File: src/rtl/mult8_seq_sched_pkg.sv
// Shared types and step tables for the sequential 8x8 multiplier.
package mult8_seq_sched_pkg;

  typedef enum logic [1:0] {
    ST_IDLE = 2'd0,
    ST_CALC = 2'd1,
    ST_DONE = 2'd2
  } state_t;

  localparam int STEP_W = 2;
  localparam int NSTEPS = 4;

  // Nibble select per step: {a_hi, b_hi}.
  localparam logic [1:0] NIB_SEL [NSTEPS] = '{2'b00, 2'b01, 2'b10, 2'b11};

  // Shift per step, in units of SUBW: {0, SUBW, SUBW, 2*SUBW}.
  localparam int unsigned SHIFT_MUL [NSTEPS] = '{0, 1, 1, 2};

  // Left-shift applied to the partial product of a given step.
  function automatic int unsigned step_shift(input logic [STEP_W-1:0] step,
                                             input int unsigned subw);
    return SHIFT_MUL[step] * subw;
  endfunction

endpackage

File: src/rtl/mult8_seq_sched_if.sv
// Operand/result handshake bundle between producer/consumer and multiplier.
interface mult8_seq_sched_if #(
  parameter int W = 8
);
  logic           in_valid;
  logic           in_ready;
  logic [W-1:0]   A;
  logic [W-1:0]   B;
  logic           out_valid;
  logic           out_ready;
  logic [2*W-1:0] P;
  logic           busy;

  // Master drives operands and consumes the product.
  modport master (
    output in_valid, A, B, out_ready,
    input  in_ready, out_valid, P, busy
  );

  // Slave is the multiplier itself.
  modport slave (
    input  in_valid, A, B, out_ready,
    output in_ready, out_valid, P, busy
  );
endinterface

File: src/rtl/mult8_seq_sched_mult_sub_comb.sv
// Purely combinational SUBW x SUBW unsigned multiplier; any generated
// multiplier with the same A/B/P shape can be dropped in instead.
module mult_sub_comb #(
  parameter int SUBW = 4
) (
  input  logic [SUBW-1:0]   A,
  input  logic [SUBW-1:0]   B,
  output logic [2*SUBW-1:0] P
);
  // Zero-extend before multiplying so the full product is kept.
  assign P = {{SUBW{1'b0}}, A} * {{SUBW{1'b0}}, B};
endmodule

File: src/rtl/mult8_seq_sched.sv
// Sequential WxW unsigned multiplier: one shared SUBW x SUBW multiplier
// walks the four nibble partial products and accumulates them.
// W must equal 2*SUBW.
module mult8_seq_sched
  import mult8_seq_sched_pkg::*;
#(
  parameter int W    = 8,
  parameter int SUBW = 4
) (
  input  logic            clk,
  input  logic            rst,
  mult8_seq_sched_if.slave bus
);

  localparam int SHAMT_W = $clog2(2*W);

  state_t              r_state, w_next;
  logic [STEP_W-1:0]   r_step;
  logic [W-1:0]        r_a, r_b;
  logic [2*W-1:0]      r_acc;

  logic                w_in_ready, w_out_valid, w_busy;
  logic                w_accept;
  logic [1:0]          w_sel;
  logic [SUBW-1:0]     w_a_nib, w_b_nib;
  logic [2*SUBW-1:0]   w_pp;
  logic [2*W-1:0]      w_pp_sh;
  logic [SHAMT_W-1:0]  w_shamt;

  assign w_accept = bus.in_valid & w_in_ready;

  // Step-driven nibble selection and shift amount.
  assign w_sel   = NIB_SEL[r_step];
  assign w_a_nib = w_sel[1] ? r_a[W-1:SUBW] : r_a[SUBW-1:0];
  assign w_b_nib = w_sel[0] ? r_b[W-1:SUBW] : r_b[SUBW-1:0];
  assign w_shamt = SHAMT_W'(step_shift(r_step, SUBW));

  mult_sub_comb #(.SUBW(SUBW)) u_sub (
    .A (w_a_nib),
    .B (w_b_nib),
    .P (w_pp)
  );

  assign w_pp_sh = {{(2*W-2*SUBW){1'b0}}, w_pp} << w_shamt;

  // State register; reset discards any in-flight operation.
  always_ff @(posedge clk) begin
    if (rst) r_state <= ST_IDLE;
    else     r_state <= w_next;
  end

  // Next-state logic.
  always_comb begin
    w_next = r_state;
    case (r_state)
      ST_IDLE: if (bus.in_valid) w_next = ST_CALC;
      ST_CALC: if (r_step == STEP_W'(NSTEPS-1)) w_next = ST_DONE;
      ST_DONE: if (bus.out_ready) w_next = bus.in_valid ? ST_CALC : ST_IDLE;
      default: w_next = ST_IDLE;
    endcase
  end

  // Handshake outputs; in_ready in DONE follows out_ready so a new
  // operand pair can be taken on the same edge the result leaves.
  always_comb begin
    w_in_ready  = 1'b0;
    w_out_valid = 1'b0;
    w_busy      = 1'b0;
    case (r_state)
      ST_IDLE: w_in_ready = 1'b1;
      ST_CALC: w_busy     = 1'b1;
      ST_DONE: begin
        w_out_valid = 1'b1;
        w_busy      = 1'b1;
        w_in_ready  = bus.out_ready;
      end
      default: ;
    endcase
  end

  // Operand latch, step counter and accumulator.
  always_ff @(posedge clk) begin
    if (rst) begin
      r_step <= '0;
      r_acc  <= '0;
      r_a    <= '0;
      r_b    <= '0;
    end else if (w_accept) begin
      r_a    <= bus.A;
      r_b    <= bus.B;
      r_acc  <= '0;
      r_step <= '0;
    end else if (r_state == ST_CALC) begin
      r_acc  <= r_acc + w_pp_sh;
      r_step <= r_step + 1'b1;
    end
  end

  assign bus.in_ready  = w_in_ready;
  assign bus.out_valid = w_out_valid;
  assign bus.busy      = w_busy;
  assign bus.P         = r_acc;

endmodule
File: src/flat_wrapper.sv
// flat-port wrapper written by rule: the top's interface ports become plain ports
module mult8_seq_sched_flat import mult8_seq_sched_pkg::*;
#(
  parameter int W    = 8,
  parameter int SUBW = 4
)
  (clk, rst, bus_in_valid, bus_A, bus_B, bus_out_ready, bus_in_ready, bus_out_valid, bus_P, bus_busy);
  mult8_seq_sched_if #(.W(W)) bus_i ();
  input  logic clk;
  input  logic rst;
  input wire logic [$bits(bus_i.in_valid)-1:0] bus_in_valid;
  input wire logic [$bits(bus_i.A)-1:0] bus_A;
  input wire logic [$bits(bus_i.B)-1:0] bus_B;
  input wire logic [$bits(bus_i.out_ready)-1:0] bus_out_ready;
  output wire logic [$bits(bus_i.in_ready)-1:0] bus_in_ready;
  output wire logic [$bits(bus_i.out_valid)-1:0] bus_out_valid;
  output wire logic [$bits(bus_i.P)-1:0] bus_P;
  output wire logic [$bits(bus_i.busy)-1:0] bus_busy;
  assign bus_i.in_valid = bus_in_valid;
  assign bus_i.A = bus_A;
  assign bus_i.B = bus_B;
  assign bus_i.out_ready = bus_out_ready;
  assign bus_in_ready = bus_i.in_ready;
  assign bus_out_valid = bus_i.out_valid;
  assign bus_P = bus_i.P;
  assign bus_busy = bus_i.busy;
  mult8_seq_sched #(.W(W), .SUBW(SUBW)) u_core (.clk(clk), .rst(rst), .bus(bus_i));
endmodule
File: config.mk
export PLATFORM = sky130hd
export DESIGN_NAME = mult8_seq_sched_flat
export DESIGN_NICKNAME = d
export VERILOG_FILES = /design/src/rtl/mult8_seq_sched_pkg.sv /design/src/rtl/mult8_seq_sched_if.sv /design/src/rtl/mult8_seq_sched_mult_sub_comb.sv /design/src/rtl/mult8_seq_sched.sv /design/src/flat_wrapper.sv
export SDC_FILE = /design/constraint.sdc
export NUM_CORES = 1
export LEC_CHECK = 0
export CORE_AREA = 3 3 79 81
export DETAILED_ROUTE_END_ITERATION = 10
export DIE_AREA = 0 0 82 84
export GPL_ROUTABILITY_DRIVEN = 1
export GPL_TIMING_DRIVEN = 0
export HOLD_SLACK_MARGIN = 0.03
export PLACE_DENSITY_LB_ADDON = 0.08
export SLEW_MARGIN = 40
export SYNTH_ARGS = -nofsm -noshare
export SYNTH_HDL_FRONTEND = slang
export SYNTH_SLANG_ARGS = --single-unit
File: constraint.sdc
create_clock -name clk -period 6.2 [get_ports clk]
set_clock_uncertainty 0.1 [all_clocks]
set_input_delay 1.24 -clock clk [delete_from_list [all_inputs] [get_ports clk]]
set_output_delay 1.24 -clock clk [all_outputs]
set_load 0.05 [all_outputs]
Word-level counts from Yosys, hierarchy flattened
Index checks and enable logic that the tools add are counted.

word-level totals
  register bits after elaboration = 36
  output and inout bits = 19
  input bits = 20
  word-level logic and storage cells = 38

cells by class
  muxes and demuxes = 16
  equal/unequal tests = 6
  bitwise gates (word level) = 2
  reductions and logical operators = 4
  $add $sub $neg = 2
  $mul = 1
  shift-type cells = 1
  $lt $le $gt $ge = 1

operators by type and width
  operator               count
  $bmux W32 S2           1
  $add A16 B16 Y16       1
  $shl A8 B4 Y16         1
  $mux W2                7
  $mul A4 B4 Y8          1
  $mux W4                2
  $pmux W2 S3            1
  $bmux W2 S2            1
  $eq A2 B2 Y1 const B   2
  $ne A2 B2 Y1 const B   2
  $reduce_or A2 Y1       2
  $ge A3 B3 Y1 const B   1
  $mux W1                3
  $not A2 Y3             1
  $reduce_and A3 Y1      1
  $add A2 B1 Y2 const B  1
  $eq A2 B1 Y1 const B   1
  $logic_not A2 Y1       1
  $ne A2 B1 Y1 const B   1
  $pmux W1 S2            1
  $and A1 B1 Y1          1

Longest topological paths before layout
Gate-level depths: netlist of the first run.

  depth in word-level cells = 8
  gate-level depth with buffers = 23
  mapped depth without buffers = 21

By module
A second synthesis of the first run with hierarchy kept.

second synthesis, totals
  cell total of the unflattened synthesis = 335
  area total of the unflattened synthesis = 2816.5 µm²

modules (own cells, without submodules)
  module           cells each  instances  area each (µm²)
  mult8_seq_sched  284         1          2368.5
  mult_sub_comb    51          1          447.9

Least setup slack after synthesis of the first run
No wires, ideal clock.

  path type = reg-to-reg
  from = register u_core.r_step[0]
  to = register u_core.r_acc[15] (netlist: u_core.bus.P[15])
  data required time = 5.984 ns
  setup slack = 1.189 ns
  stages on the path, launching flop included = 22
  arrival time = 4.795 ns
  library setup time = 0.116 ns
  clock period less this slack = 5.011 ns
  cell sequence = dfxtp_1 > clkbuf_1 > mux2i_1 > or2_2 > fa_1 > inv_1 > fa_1 > ha_1 > a21o_1 > a21oi_1 > xor2_1 > nor2_1 > a21oi_1 > nor2_1 > ha_1 > and3_4 > and4_4 > a211o_1 > a211o_1 > xnor2_2 > a21oi_1 > a31o_1

between the ends
  cells in the longest elaborated chain, start to end = 8

ends and longest elaborated chain
  what                                         line                                              source
  start: declaration                           mult8_seq_sched.sv:18                             logic [STEP_W-1:0] r_step;
  start signal: assignment                     mult8_seq_sched.sv:95                             r_step <= r_step + 1'b1;
  $not A2 Y3 (implied by the code) *           mult8_seq_sched_pkg.sv:22, mult8_seq_sched.sv:33
  $bmux W2 S2                                  mult8_seq_sched.sv:33                             assign w_sel = NIB_SEL[r_step];
  $mux W2 (implied by the code) (2 in series)  mult8_seq_sched.sv:33
  $mux W4 (on tied branches)                   mult8_seq_sched.sv:34, mult8_seq_sched.sv:35
  $mul A4 B4 Y8                                mult8_seq_sched_mult_sub_comb.sv:11               assign P = {{SUBW{1'b0}}, A} * {{SUBW{1'b0}}, B};
  $shl A8 B4 Y16 *                             mult8_seq_sched.sv:44                             assign w_pp_sh = {{(2*W-2*SUBW){1'b0}}, w_pp} << w_shamt;
  $add A16 B16 Y16 *                           mult8_seq_sched.sv:94                             r_acc <= r_acc + w_pp_sh;
  end signal: assignment                       mult8_seq_sched.sv:94
  end: declaration                             mult8_seq_sched.sv:20                             logic [2*W-1:0] r_acc;

Mark *: on every way between the ends. The rest lies on a longest branch, timed or not. The select of a mux whose other input is x is not followed.
A chain may end at the register's enable or synchronous reset.

Worst setup path in the final report of the first run
Ends and elaborated chain as after synthesis.

==> results.md, run 1 <==
- Largest net degree at the start of global routing: 13
- CTS sink cnt: 36
- CP Max Fanout: 8
- Die width: 82 um
- Insertion delay to the later sink of the worst-skew pair: 0.29 ns
- FFs w/ async S/R, synth: 0%
- Sequential-to-total area share from yosys stat: 26.29%
- CTS max path bufs: 2
- IO buf count: 38
- Core footprint: 5540 um^2
- Clock-pin slew on the worst setup and hold paths: 0.08 ns
- Vias: 2434
- Avg WL per Cell: 13.80 um
- # nets final: 446
- Htree depth: 2
- Max VDD drop: 0.2021 mV
- Req. time, crit path: 6.29 ns
- Max Freq: 180.0 MHz
- Primary FF master, synth: dfxtp_1
- Setup Buffers After CTS: 0
- Post-synthesis simple-gate area fraction: 19.67%
- Critical Path AT: 5.64 ns
- Pins Over Slew Limit: 0
- # diodes: 0
- Synthesis warning total: 0
- Met1 usage: 26.53%
- Gr ovfl total: 0
- Post-route minimum period: 5.557 ns
- RSZ-0062 raised after global routing: false
- EDFF count, synth: 0
- Setup crit start kind: flip-flop
- Vias in the first global route: 2422
- Critical path class: reg -> reg
- Gp weighted congestion: 0.8512
- Outcome: completed
- Layout area overhead: 21.22%
- Vias per cell: 5.280
- Leakage: 1.464 nW
- Die area: 6888 um^2
- Tcrit/Tclk final: 89.63%
- Root buffer cell: clkbuf_8
- Main combinational cell family by area after synthesis: simple AND/OR/NAND/NOR gates
- CTS resizes: 0
- HP Class: reg -> reg
- Initial Util: 49.48%
- Mux share of post-synthesis cell area: 7.394%
- Seq cells post-synth: 36
- Adder-Cell Fraction of Synth Area: 18.71%
- Die Ht: 84 um
- Total negative slack: 0 ns
- Met3 Track Usage GR: 3.456%
- PD cells: 251.9 nW/um^2
- TritonCTS Buffers: 5
- Post-synth net total: 401
- Cell row count: 27
- Xor and xnor area share after synthesis: 5.386%
- Met2 global-route usage: 32.62%
- Placed Instances: 453
- Setup violators final: 0
- Maxcap violations: 0
- Global-route wire length before repair: 10890 um
- Share of cells above drive strength 1: 5.913%
- Relative max-transition margin: 51.33%
- Syn Area/Cell: 7.992 um^2
- Pre-Repair DR Iteration Count: 4
- HPWL after detailed placement: 5071 um
- DR DRC count: 0
- Count of different cell masters after synthesis: 47
- # IOs: 39
- Worst reg2reg setup slack: 0.64 ns
- Busiest grt layer: met2
- Layout Cells excl Fill: 461
- Actual slew at the worst max-slew pin: 0.7301 ns
- Post-synthesis compound-gate area fraction: 17.94%
- DRT iter0 DRCs: 108
- Total GRT Usage: 19.81%
- CTS tree: built
- Hold buffers post-CTS: 0
- Routed WL: 6363 um
- Synthesized cell area: 2741 um^2
- Syn Inst Count: 343
- Worst setup EP type: flip-flop
- Final hold viol count: 0
- Number of routed nets with antenna violations: 0
- Post-layout util: 59.98%
- Initial antenna violation count: 0
==> stage by stage <==
step	hold slack (ns)	total power, mW	cell area [um^2]	setup slack [ns]
finish	0.3571	0.8372	3323	0.6432
global route	0.3764	0.8923	3323	0.3073
detailed placement	0.3471	0.6325	3212	0.6722
CTS	0.3584	0.8438	3323	0.6420
floorplan	0.3357	0.5365	2741	1.189
global placement	0.3425	0.6283	3212	0.6543
==> synth_stat cells, types with 2 or more instances <==
master | instances | share of area (%)
inv_1 | 20 | 2.7
a211o_1 | 3 | 0.96
a21o_1 | 8 | 2.2
buf_1 | 2 | 0.27
nor2_1 | 47 | 6.4
nand2_1 | 48 | 6.6
o21ai_1 | 5 | 0.91
fa_1 | 5 | 3.7
nand2b_1 | 4 | 0.91
o22ai_1 | 6 | 1.4
nor2b_1 | 5 | 1.1
mux2i_1 | 18 | 6.6
clkbuf_1 | 9 | 1.2
xor2_1 | 5 | 1.6
a21oi_1 | 32 | 5.8
or2_2 | 4 | 0.91
nor3_1 | 6 | 1.1
xnor2_1 | 10 | 3.2
nand3_1 | 2 | 0.37
o21ai_0 | 5 | 0.91
a31oi_1 | 2 | 0.46
buf_2 | 2 | 0.37
ha_1 | 33 | 15
and2_1 | 2 | 0.46
dfxtp_1 | 36 | 26
mux2_2 | 2 | 0.82
and3_1 | 2 | 0.46
==> layout make-up <==
type / instances / area (um^2)
buffer: 13 / 51.30
clock buffer: 5 / 68.82
clock inverter: 3 / 42.54
fill: 532 / 2217
inverter: 20 / 75.07
multi-input combinational: 274 / 1894
sequential: 36 / 720.7
tap: 72 / 90.09
timing repair buffer: 38 / 380.4
==> where the power goes <==
part	internal [mW]	switching (mW)
clock	0.119	0.0905
combinational	0.127	0.225
sequential	0.258	0.0178
==> sequential cells by signal, summed over array words and instances, names as in the netlist <==
register / cells
u_core.bus.P: 16
u_core.r_a: 8
u_core.r_b: 8
u_core.r_state: 2
u_core.r_step: 2
==> final timing paths <==
path	startpoint	to	depth (start not counted)
max	u_core.r_step[0]$_SDFFE_PP0N_	u_core.bus.P[15]$_SDFFE_PP0N_	23
min	u_core.r_b[2]$_SDFFE_PP0P_	u_core.r_b[2]$_SDFFE_PP0P_	2
max reg2reg	u_core.r_step[0]$_SDFFE_PP0N_	u_core.bus.P[15]$_SDFFE_PP0N_	23
min reg2reg	u_core.r_b[2]$_SDFFE_PP0P_	u_core.r_b[2]$_SDFFE_PP0P_	2
==> critical path, stage by stage (launching register included) <==
cell and delay, ns:
dfxtp_1 0.33, clkbuf_1 0.33, mux2i_1 0.22, or2_2 0.33
fa_1 0.54, inv_1 0.05, fa_1 0.56, inv_1 0.06
fa_1 0.45, inv_1 0.07, a21o_1 0.10, a21oi_1 0.07
xnor2_1 0.25, inv_1 0.07, o22ai_1 0.17, ha_1 0.26
clkbuf_1 0.20, a21oi_1 0.27, nor2b_1 0.08, o21a_1 0.17
a211o_1 0.31, xnor2_2 0.19, a21oi_1 0.09, a31o_1 0.19
==> routing by layer <==
layer	vias up	share of wire [%]
met5	-	0
met4	0	1.0
li1	1265	-
met1	1125	49
met2	38	46
met3	6	3.4
==> layout by cell type (no fill, tap or decap), drive strengths merged, types with 3 or more instances in the layout <==
cell type and count:
a211o 3, a21o 8, a21oi 32, and3 3, buf 4, clkbuf 14
clkdlybuf4s50 38, dfxtp 36, fa 5, ha 33, inv 20, mux2i 18
nand2 48, nand2b 4, nor2 47, nor2b 5, nor3 6, o21ai 11
o22ai 6, or2 4, xnor2 11, xor2 5
==> kinds of logic (layout without fill, tap and decap cells) <==
kind of cell,count (synthesis),after routing
compound gates,76,76
xor+xnor,16,16
fa+ha+maj,38,38
buf+inv,33,79
flops,36,36
mux,20,20
simple gates,124,124
Note: power is estimated with default switching activity, not from simulation.
==> run 2: changes to the inputs <==
--- a/config.mk
+++ b/config.mk
@@ -5,9 +5,10 @@
 export SDC_FILE = /design/constraint.sdc
 export NUM_CORES = 1
 export LEC_CHECK = 0
-export CORE_AREA = 3 3 79 81
+export ABC_AREA = 1
+export CORE_AREA = 3 3 80 82
 export DETAILED_ROUTE_END_ITERATION = 10
-export DIE_AREA = 0 0 82 84
+export DIE_AREA = 0 0 83 85
 export GPL_ROUTABILITY_DRIVEN = 1
 export GPL_TIMING_DRIVEN = 0
 export HOLD_SLACK_MARGIN = 0.03
==> results.md, run 2 <==
- Max Freq: 181.7 MHz (+0.98%)
- Pre-Repair DR Iteration Count: 4 (unchanged)
- Primary FF master, synth: dfxtp_1
- Hold buffers post-CTS: 0 (unchanged)
- PD cells: 346.9 nW/um^2 (+38%)
- Setup violators final: 0 (unchanged)
- Gp weighted congestion: 0.9516 (+12%)
- Max VDD drop: 0.2910 mV (+44%)
- CTS resizes: 0 (unchanged)
- Tcrit/Tclk final: 88.75% (-0.87 points)
- Actual slew at the worst max-slew pin: 0.5271 ns (-0.2029 ns)
- CTS sink cnt: 36 (unchanged)
- # diodes: 0 (unchanged)
- Post-layout util: 58.89% (-1.1 points)
- # nets final: 522 (+17%)
- Pins Over Slew Limit: 0 (unchanged)
- Total GRT Usage: 20.31% (+0.51 points)
- Insertion delay to the later sink of the worst-skew pair: 0.30 ns (about the same)
- Core footprint: 5816 um^2 (+5.0%)
- Initial Util: 49.40% (-0.083 points)
- Syn Area/Cell: 6.840 um^2 (-14%)
- RSZ-0062 raised after global routing: false
- Root buffer cell: clkbuf_8
- Initial antenna violation count: 0 (unchanged)
- HP Class: reg -> reg
- Setup crit start kind: flip-flop
- HPWL after detailed placement: 5454 um (+7.5%)
- Synthesized cell area: 2873 um^2 (+4.8%)
- Routed WL: 6855 um (+7.7%)
- Placed Instances: 532 (+17%)
- DRT iter0 DRCs: 95 (-12%)
- Gr ovfl total: 0 (unchanged)
- Final worst setup slack: 0.6973 ns (+0.05418 ns)
- Most common cell in the netlist: nand2_1
- IO buf count: 37 (-2.6%)
- Max reg flops: 16 (unchanged)
- Layout area overhead: 19.21%
- Top cells by count, synth: nand2_1 (90), nor2_1 (67), inv_1 (50)
- Critical Path AT: 5.60 ns (-0.04 ns)
- Area share of the largest cell type after synthesis: 25.09% (-1.2 points)
- Htree depth: 2 (unchanged)
- Cell type with the largest total area after synthesis: dfxtp_1
- Layout Cells excl Fill: 540 (+17%)
- # IOs: 39 (unchanged)
- Relative max-transition margin: 64.49% (+13 points)
- Leakage: 1.641 nW (+12%)
- CTS tree: built
- Setup Buffers After CTS: 0 (unchanged)
- Dpl ws: 0.7406 ns (+0.06839 ns)
- Outcome: completed
- Sequential-to-total area share from yosys stat: 25.09% (-1.2 points)
- Die width: 83 um (+1.2%)
- Number of routed nets with antenna violations: 0 (unchanged)
- CTS max path bufs: 2 (unchanged)
- EDFF count, synth: 0 (unchanged)
- Die Ht: 85 um (+1.2%)
- DR DRC count: 0 (unchanged)
- Seq cells post-synth: 36 (unchanged)
- Cell row count: 28 (+3.7%)
- Clock-pin slew on the worst setup and hold paths: 0.08 ns (about the same)
- Die area: 7055 um^2 (+2.4%)
- Avg WL per Cell: 12.69 um (-8.0%)
- Largest net degree at the start of global routing: 13 (unchanged)
- Met3 Track Usage GR: 3.495% (+0.039 points)
- Post-route minimum period: 5.503 ns (-0.05418 ns)
- Vias: 2734 (+12%)
- Synth top area cells: dfxtp_1 (25%), ha_1 (14%), nand2_1 (12%)
- Met2 global-route usage: 37.90% (+5.3 points)
- Vias per cell: 5.063 (-4.1%)
- Synthesis warning total: 0 (unchanged)
- Total negative slack: 0 ns (unchanged)
- Met1 usage: 21.96% (-4.6 points)
- Busiest grt layer: met2
- Global-route wire length before repair: 11750 um (+7.9%)
- Overall Power: 1.188 mW (+42%)
- Share of cells above drive strength 1: 7.527% (+1.6 points)
- # fillers: 583 (+9.6%)
- Vias in the first global route: 2729 (+13%)
- Final hold viol count: 0 (unchanged)
- Maxcap violations: 0 (unchanged)
- FFs w/ async S/R, synth: 0% (unchanged)
- Most common cell after layout, fill and taps aside: nand2_1
- Worst setup EP type: flip-flop
- CP Max Fanout: 8 (unchanged)
- Syn Inst Count: 420 (+22%)
- Critical path class: reg -> reg
- TritonCTS Buffers: 5 (unchanged)
- Req. time, crit path: 6.30 ns (about the same)
- Post-synth net total: 478 (+19%)
- Count of different cell masters after synthesis: 42 (-11%)
- Commonest non-fill, non-tap cells in the layout: nand2_1 (90), nor2_1 (67), inv_1 (50)
==> run 2: cell count changes in the layout (fill, tap and decap cells not counted), sizes merged, moves of 9 or more <==
cell | previous run | this run
nand2 | 48 | 96
inv | 20 | 54
nor2 | 47 | 69
mux2i | 18 | 3
nand3 | 2 | 13
o21ai | 11 | 21
xnor2 | 11 | 2
==> run 2: layout make-up <==
type / count / area (um^2) / area share (%)
Multi-Input combinational cell: 316 / 1873 / 54.70
Sequential cell: 36 / 720.7 / 21.04
Timing Repair Buffer: 37 / 370.4 / 10.81
Inverter: 55 / 206.4 / 6.029
Tap cell: 75 / 93.84 / 2.740
Buffer: 13 / 72.57 / 2.119
Clock buffer: 5 / 68.82 / 2.010
Clock inverter: 3 / 18.77 / 0.5480
==> run 2: critical path, cell delays in order (launching register included) <==
cell	delay (ns)
dfxtp_1	0.34
clkbuf_1	0.31
o21ai_0	0.30
or2_2	0.37
fa_1	0.55
inv_1	0.06
fa_1	0.57
inv_1	0.07
fa_1	0.43
or2_2	0.31
nand2_1	0.06
a21oi_1	0.07
xor2_1	0.22
nand2_1	0.09
o21ai_0	0.12
nor2_1	0.12
ha_1	0.35
nand2_1	0.08
nand2_1	0.08
a21oi_1	0.14
nor2_1	0.06
nor3_1	0.14
nand2_1	0.12
a21oi_1	0.13
o21ai_0	0.11
nand2_1	0.07
inv_1	0.03
==> run 2: stage by stage <==
| stage | cell area (um^2) | hold slack (ns) |
|---|---|---|
| floorplan | 2873 | 0.3392 |
| global placement | 3337 | 0.3512 |
| detailed placement | 3337 | 0.3551 |
| CTS | 3425 | 0.3674 |
| global route | 3425 | 0.3914 |
| finish | 3425 | 0.3617 |
==> run 2: path summary, 6_finish.rpt <==
kind | end | from | cells after the start | slack [ns]
min | u_core.r_a[1]$_SDFFE_PP0P_ | u_core.r_a[1]$_SDFFE_PP0P_ | 2 | 0.36
max reg2reg | u_core.bus.P[13]$_SDFFE_PP0N_ | u_core.r_step[0]$_SDFFE_PP0N_ | 26 | 0.70
max | u_core.bus.P[13]$_SDFFE_PP0N_ | u_core.r_step[0]$_SDFFE_PP0N_ | 26 | 0.70
min reg2reg | u_core.r_a[1]$_SDFFE_PP0P_ | u_core.r_a[1]$_SDFFE_PP0P_ | 2 | 0.36
==> run 2: cell families after synthesis <==
| logic type | share of synthesized area (%) |
|---|---|
| flops | 25.09 |
| compound gates | 15.94 |
| fa+ha+maj | 17.86 |
| xor+xnor | 3.049 |
| buf+inv | 9.712 |
| mux | 1.045 |
| simple gates | 27.31 |
==> run 2: power breakdown <==
group	leakage [nW]	total, mW	switching [mW]	internal (mW)
clock	0.0479	0.171	0.0927	0.0784
sequential	0.295	0.323	0.0354	0.287
combinational	1.30	0.694	0.459	0.235
total	1.64	1.19	0.587	0.600
==> run 2: routing by layer <==
metal | wire, um | vias up | part of all wire, %
met4 | 212 | 0 | 3.1
met5 | 0 | - | 0
met2 | 3412 | 55 | 50
li1 | - | 1450 | -
met1 | 2991 | 1209 | 44
met3 | 238 | 20 | 3.5
==> run 3: changes to the inputs <==
--- a/config.mk
+++ b/config.mk
@@ -6,14 +6,14 @@
 export NUM_CORES = 1
 export LEC_CHECK = 0
 export ABC_AREA = 1
-export CORE_AREA = 3 3 80 82
+export CORE_AREA = 3 3 83 85
 export DETAILED_ROUTE_END_ITERATION = 10
-export DIE_AREA = 0 0 83 85
+export DIE_AREA = 0 0 86 88
 export GPL_ROUTABILITY_DRIVEN = 1
-export GPL_TIMING_DRIVEN = 0
 export HOLD_SLACK_MARGIN = 0.03
 export PLACE_DENSITY_LB_ADDON = 0.08
 export SLEW_MARGIN = 40
 export SYNTH_ARGS = -nofsm -noshare
 export SYNTH_HDL_FRONTEND = slang
+export SYNTH_HIERARCHICAL = 1
 export SYNTH_SLANG_ARGS = --single-unit
==> results.md, run 3 <==
- Slowest-stage cell, CP: fa_1
- Maxcap violations: 0 (unchanged)
- DR DRC count: 0 (unchanged)
- Critical Path AT: 4.80 ns (-0.80 ns)
- Tcrit/Tclk final: 75.93% (-13 points)
- Seq cells post-synth: 36 (unchanged)
- Syn Area/Cell: 6.157 um^2 (-10%)
- Primary FF master, synth: dfxtp_1
- Die area: 7568 um^2 (+7.3%)
- # nets final: 594 (+14%)
- Cell row count: 29 (+3.6%)
- Gr ovfl total: 0 (unchanged)
- CTS sink cnt: 36 (unchanged)
- RSZ-0062 raised after global routing: false
- Insertion delay to the later sink of the worst-skew pair: 0.29 ns (about the same)
- CTS tree: built
- # IOs: 39 (unchanged)
- Actual slew at the worst max-slew pin: 0.6691 ns (+0.1420 ns)
- Pre-Repair DR Iteration Count: 4 (unchanged)
- Outcome: completed
- Worst reg2reg setup slack: 1.49 ns (+0.79 ns)
- Setup crit end: u_core/bus.P[11]$_SDFFE_PP0N_
- PD cells: 367.1 nW/um^2 (+5.8%)
- Avg WL per Cell: 11.73 um (-7.6%)
- Gp weighted congestion: 0.9195 (-3.4%)
- Post-route minimum period: 4.708 ns (-0.7949 ns)
- FFs w/ async S/R, synth: 0% (unchanged)
- Die Ht: 88 um (+3.5%)
- Vias per cell: 4.845 (-4.3%)
- Root buffer cell: clkbuf_8
- Count of different cell masters after synthesis: 30 (-29%)
- Setup violators final: 0 (unchanged)
- Leakage: 1.977 nW (+20%)
- Req. time, crit path: 6.30 ns (about the same)
- Relative max-transition margin: 55.25% (-9.2 points)
- TritonCTS Buffers: 5 (unchanged)
- Most common cell after layout, fill and taps aside: nand2_1
- # diodes: 0 (unchanged)
- Setup Buffers After CTS: 0 (unchanged)
- Pins Over Slew Limit: 0 (unchanged)
- Crit path from: u_core/r_step[1]$_SDFFE_PP0N_
- CP most frequent cell: nand2_1
- Cell Chain, Critical Path: o21ai_0 > nand2_1 > fa_1 > inv_1 > fa_1 > fa_1 > nand3_1 > nand2_1 > xor2_1 > o21ai_0 > nor2_1 > ha_1 > nand2_1 > inv_1 > a21oi_1 > nand2_1 > nand2_1 > nand2_1 > nand2_1 > nand3_1 > nand2_1 > inv_1
- Global-route wire length before repair: 12410 um (+5.6%)
- Vias in the first global route: 2824 (+3.5%)
- Vias: 2975 (+8.8%)
- Htree depth: 2 (unchanged)
- Core footprint: 6277 um^2 (+7.9%)
- CTS max path bufs: 2 (unchanged)
- Max reg flops: 16 (unchanged)
- Clock-pin slew on the worst setup and hold paths: 0.08 ns (about the same)
- Worst setup EP type: flip-flop
- Syn Inst Count: 504 (+20%)
- Top cells by count, synth: nand2_1 (159), inv_1 (94), nor2_1 (52)
- Max VDD drop: 0.3061 mV (+5.2%)
- CTS resizes: 0 (unchanged)
- Share of cells above drive strength 1: 4.842% (-2.7 points)
- Synthesis warning total: 6 (+6)
- Total GRT Usage: 20.36% (+0.046 points)
- Largest net degree at the start of global routing: 32 (+19)
- Synth top area cells: dfxtp_1 (23%), nand2_1 (19%), ha_1 (13%)
- HP Class: reg -> reg
- Die width: 86 um (+3.6%)
- Post-synth net total: 562 (+18%)
- Worst r2r src: u_core/r_step[1]$_SDFFE_PP0N_
- CP max stage delay: 0.56 ns (about the same)
- Critical path class: reg -> reg
- Reg2Reg Capture Point: u_core/bus.P[11]$_SDFFE_PP0N_
- HPWL after detailed placement: 5723 um (+4.9%)
- DRT iter0 DRCs: 97 (+2.1%)
- Hold buffers post-CTS: 0 (unchanged)
- Number of routed nets with antenna violations: 0 (unchanged)
- Max Freq: 212.4 MHz (+17%)
- Initial Util: 49.43% (about the same)
- Most common cell in the netlist: nand2_1
- Synthesized cell area: 3103 um^2 (+8.0%)
- Routed WL: 7204 um (+5.1%)
- EDFF count, synth: 0 (unchanged)
- Post-layout util: 57.88% (-1.0 points)
- CP Max Fanout: 10 (+2)
- Layout area overhead: 17.10%
- IO buf count: 38 (+2.7%)
- Hold Path Origin: u_core/r_a[0]$_SDFFE_PP0P_
- Sequential-to-total area share from yosys stat: 23.23% (-1.9 points)
- Area share of the largest cell type after synthesis: 23.23% (-1.9 points)
- Final hold viol count: 0 (unchanged)
- Reg2reg path depth: 22 (-15%)
- Setup crit start kind: flip-flop
- Cell type with the largest total area after synthesis: dfxtp_1
- Commonest non-fill, non-tap cells in the layout: nand2_1 (159), inv_1 (94), nor2_1 (52)
- Initial antenna violation count: 0 (unchanged)
- Total negative slack: 0 ns (unchanged)
==> run 3: final cells by class <==
type | instances | area, um^2
timing repair buffer | 39 | 387.9
tap | 77 | 96.34
fill | 630 | 2644
inverter | 96 | 360.3
clock buffer | 5 | 68.82
clock inverter | 3 | 46.29
multi-input combinational | 358 | 1953
sequential | 36 | 720.7
==> run 3: critical path: cells and delay by family, from the launching register on <==
| kind | cells | cell delay [ns] |
|---|---|---|
| compound gates | 3 | 0.86 |
| flops | 1 | 0.39 |
| xor+xnor | 1 | 0.18 |
| buf+inv | 3 | 0.14 |
| fa+ha+maj | 4 | 1.93 |
| simple gates | 11 | 1.00 |
==> run 3: cell families (layout without fill, tap and decap cells) <==
group	count (synthesis)	in the layout	share of synthesized area, %
DFF	36	36	23.23
xor gates and xnor gates	8	8	2.258
AOI/OAI and AO/OA	52	52	9.597
buffers and inverters	110	143	13.83
and+or+nand+nor	260	260	34.56
adders and majority gates	38	38	16.53
==> run 3: metrics by stage <==
| stage | worst slack, ns | std cells | total power, mW | cell area [um^2] | hold slack [ns] |
|---|---|---|---|---|---|
| after floorplan | 1.965 | 504 | 0.9359 | 3103 | 0.3344 |
| after global placement | 1.631 | 606 | 1.114 | 3518 | 0.3576 |
| after detailed placement | 1.532 | 606 | 1.126 | 3518 | 0.3531 |
| after CTS | 1.514 | 614 | 1.349 | 3633 | 0.3697 |
| after global routing | 1.110 | 614 | 1.458 | 3633 | 0.3815 |
| final | 1.492 | 614 | 1.334 | 3633 | 0.3644 |
==> run 3: routing by layer <==
metal  up-vias  share of wire, %  GRT usage, %
li1       1609                 -             -
met1      1283                43         22.85
met2        64                51         38.19
met3        19               3.7         3.575
met4         0               2.7         7.626
met5         -                 0             0
==> run 3: worst min-delay path by stage <==
stage                                             to  slack (ns)  depth (start not counted)
after floorplan           u_core/r_b[0]$_SDFFE_PP0P_        0.33                          2
after detailed placement  u_core/r_a[0]$_SDFFE_PP0P_        0.35                          2
after global routing      u_core/r_a[0]$_SDFFE_PP0P_        0.38                          2
after global placement    u_core/r_a[7]$_SDFFE_PP0P_        0.36                          2
after CTS                 u_core/r_a[5]$_SDFFE_PP0P_        0.37                          2
final                     u_core/r_a[0]$_SDFFE_PP0P_        0.36                          2
==> run 3: power by group <==
| part | internal (mW) | switching [mW] | total, mW |
|---|---|---|---|
| Clock | 0.121 | 0.0947 | 0.216 |
| Sequential | 0.291 | 0.0432 | 0.334 |
| Combinational | 0.272 | 0.512 | 0.784 |
| Total | 0.684 | 0.650 | 1.33 |
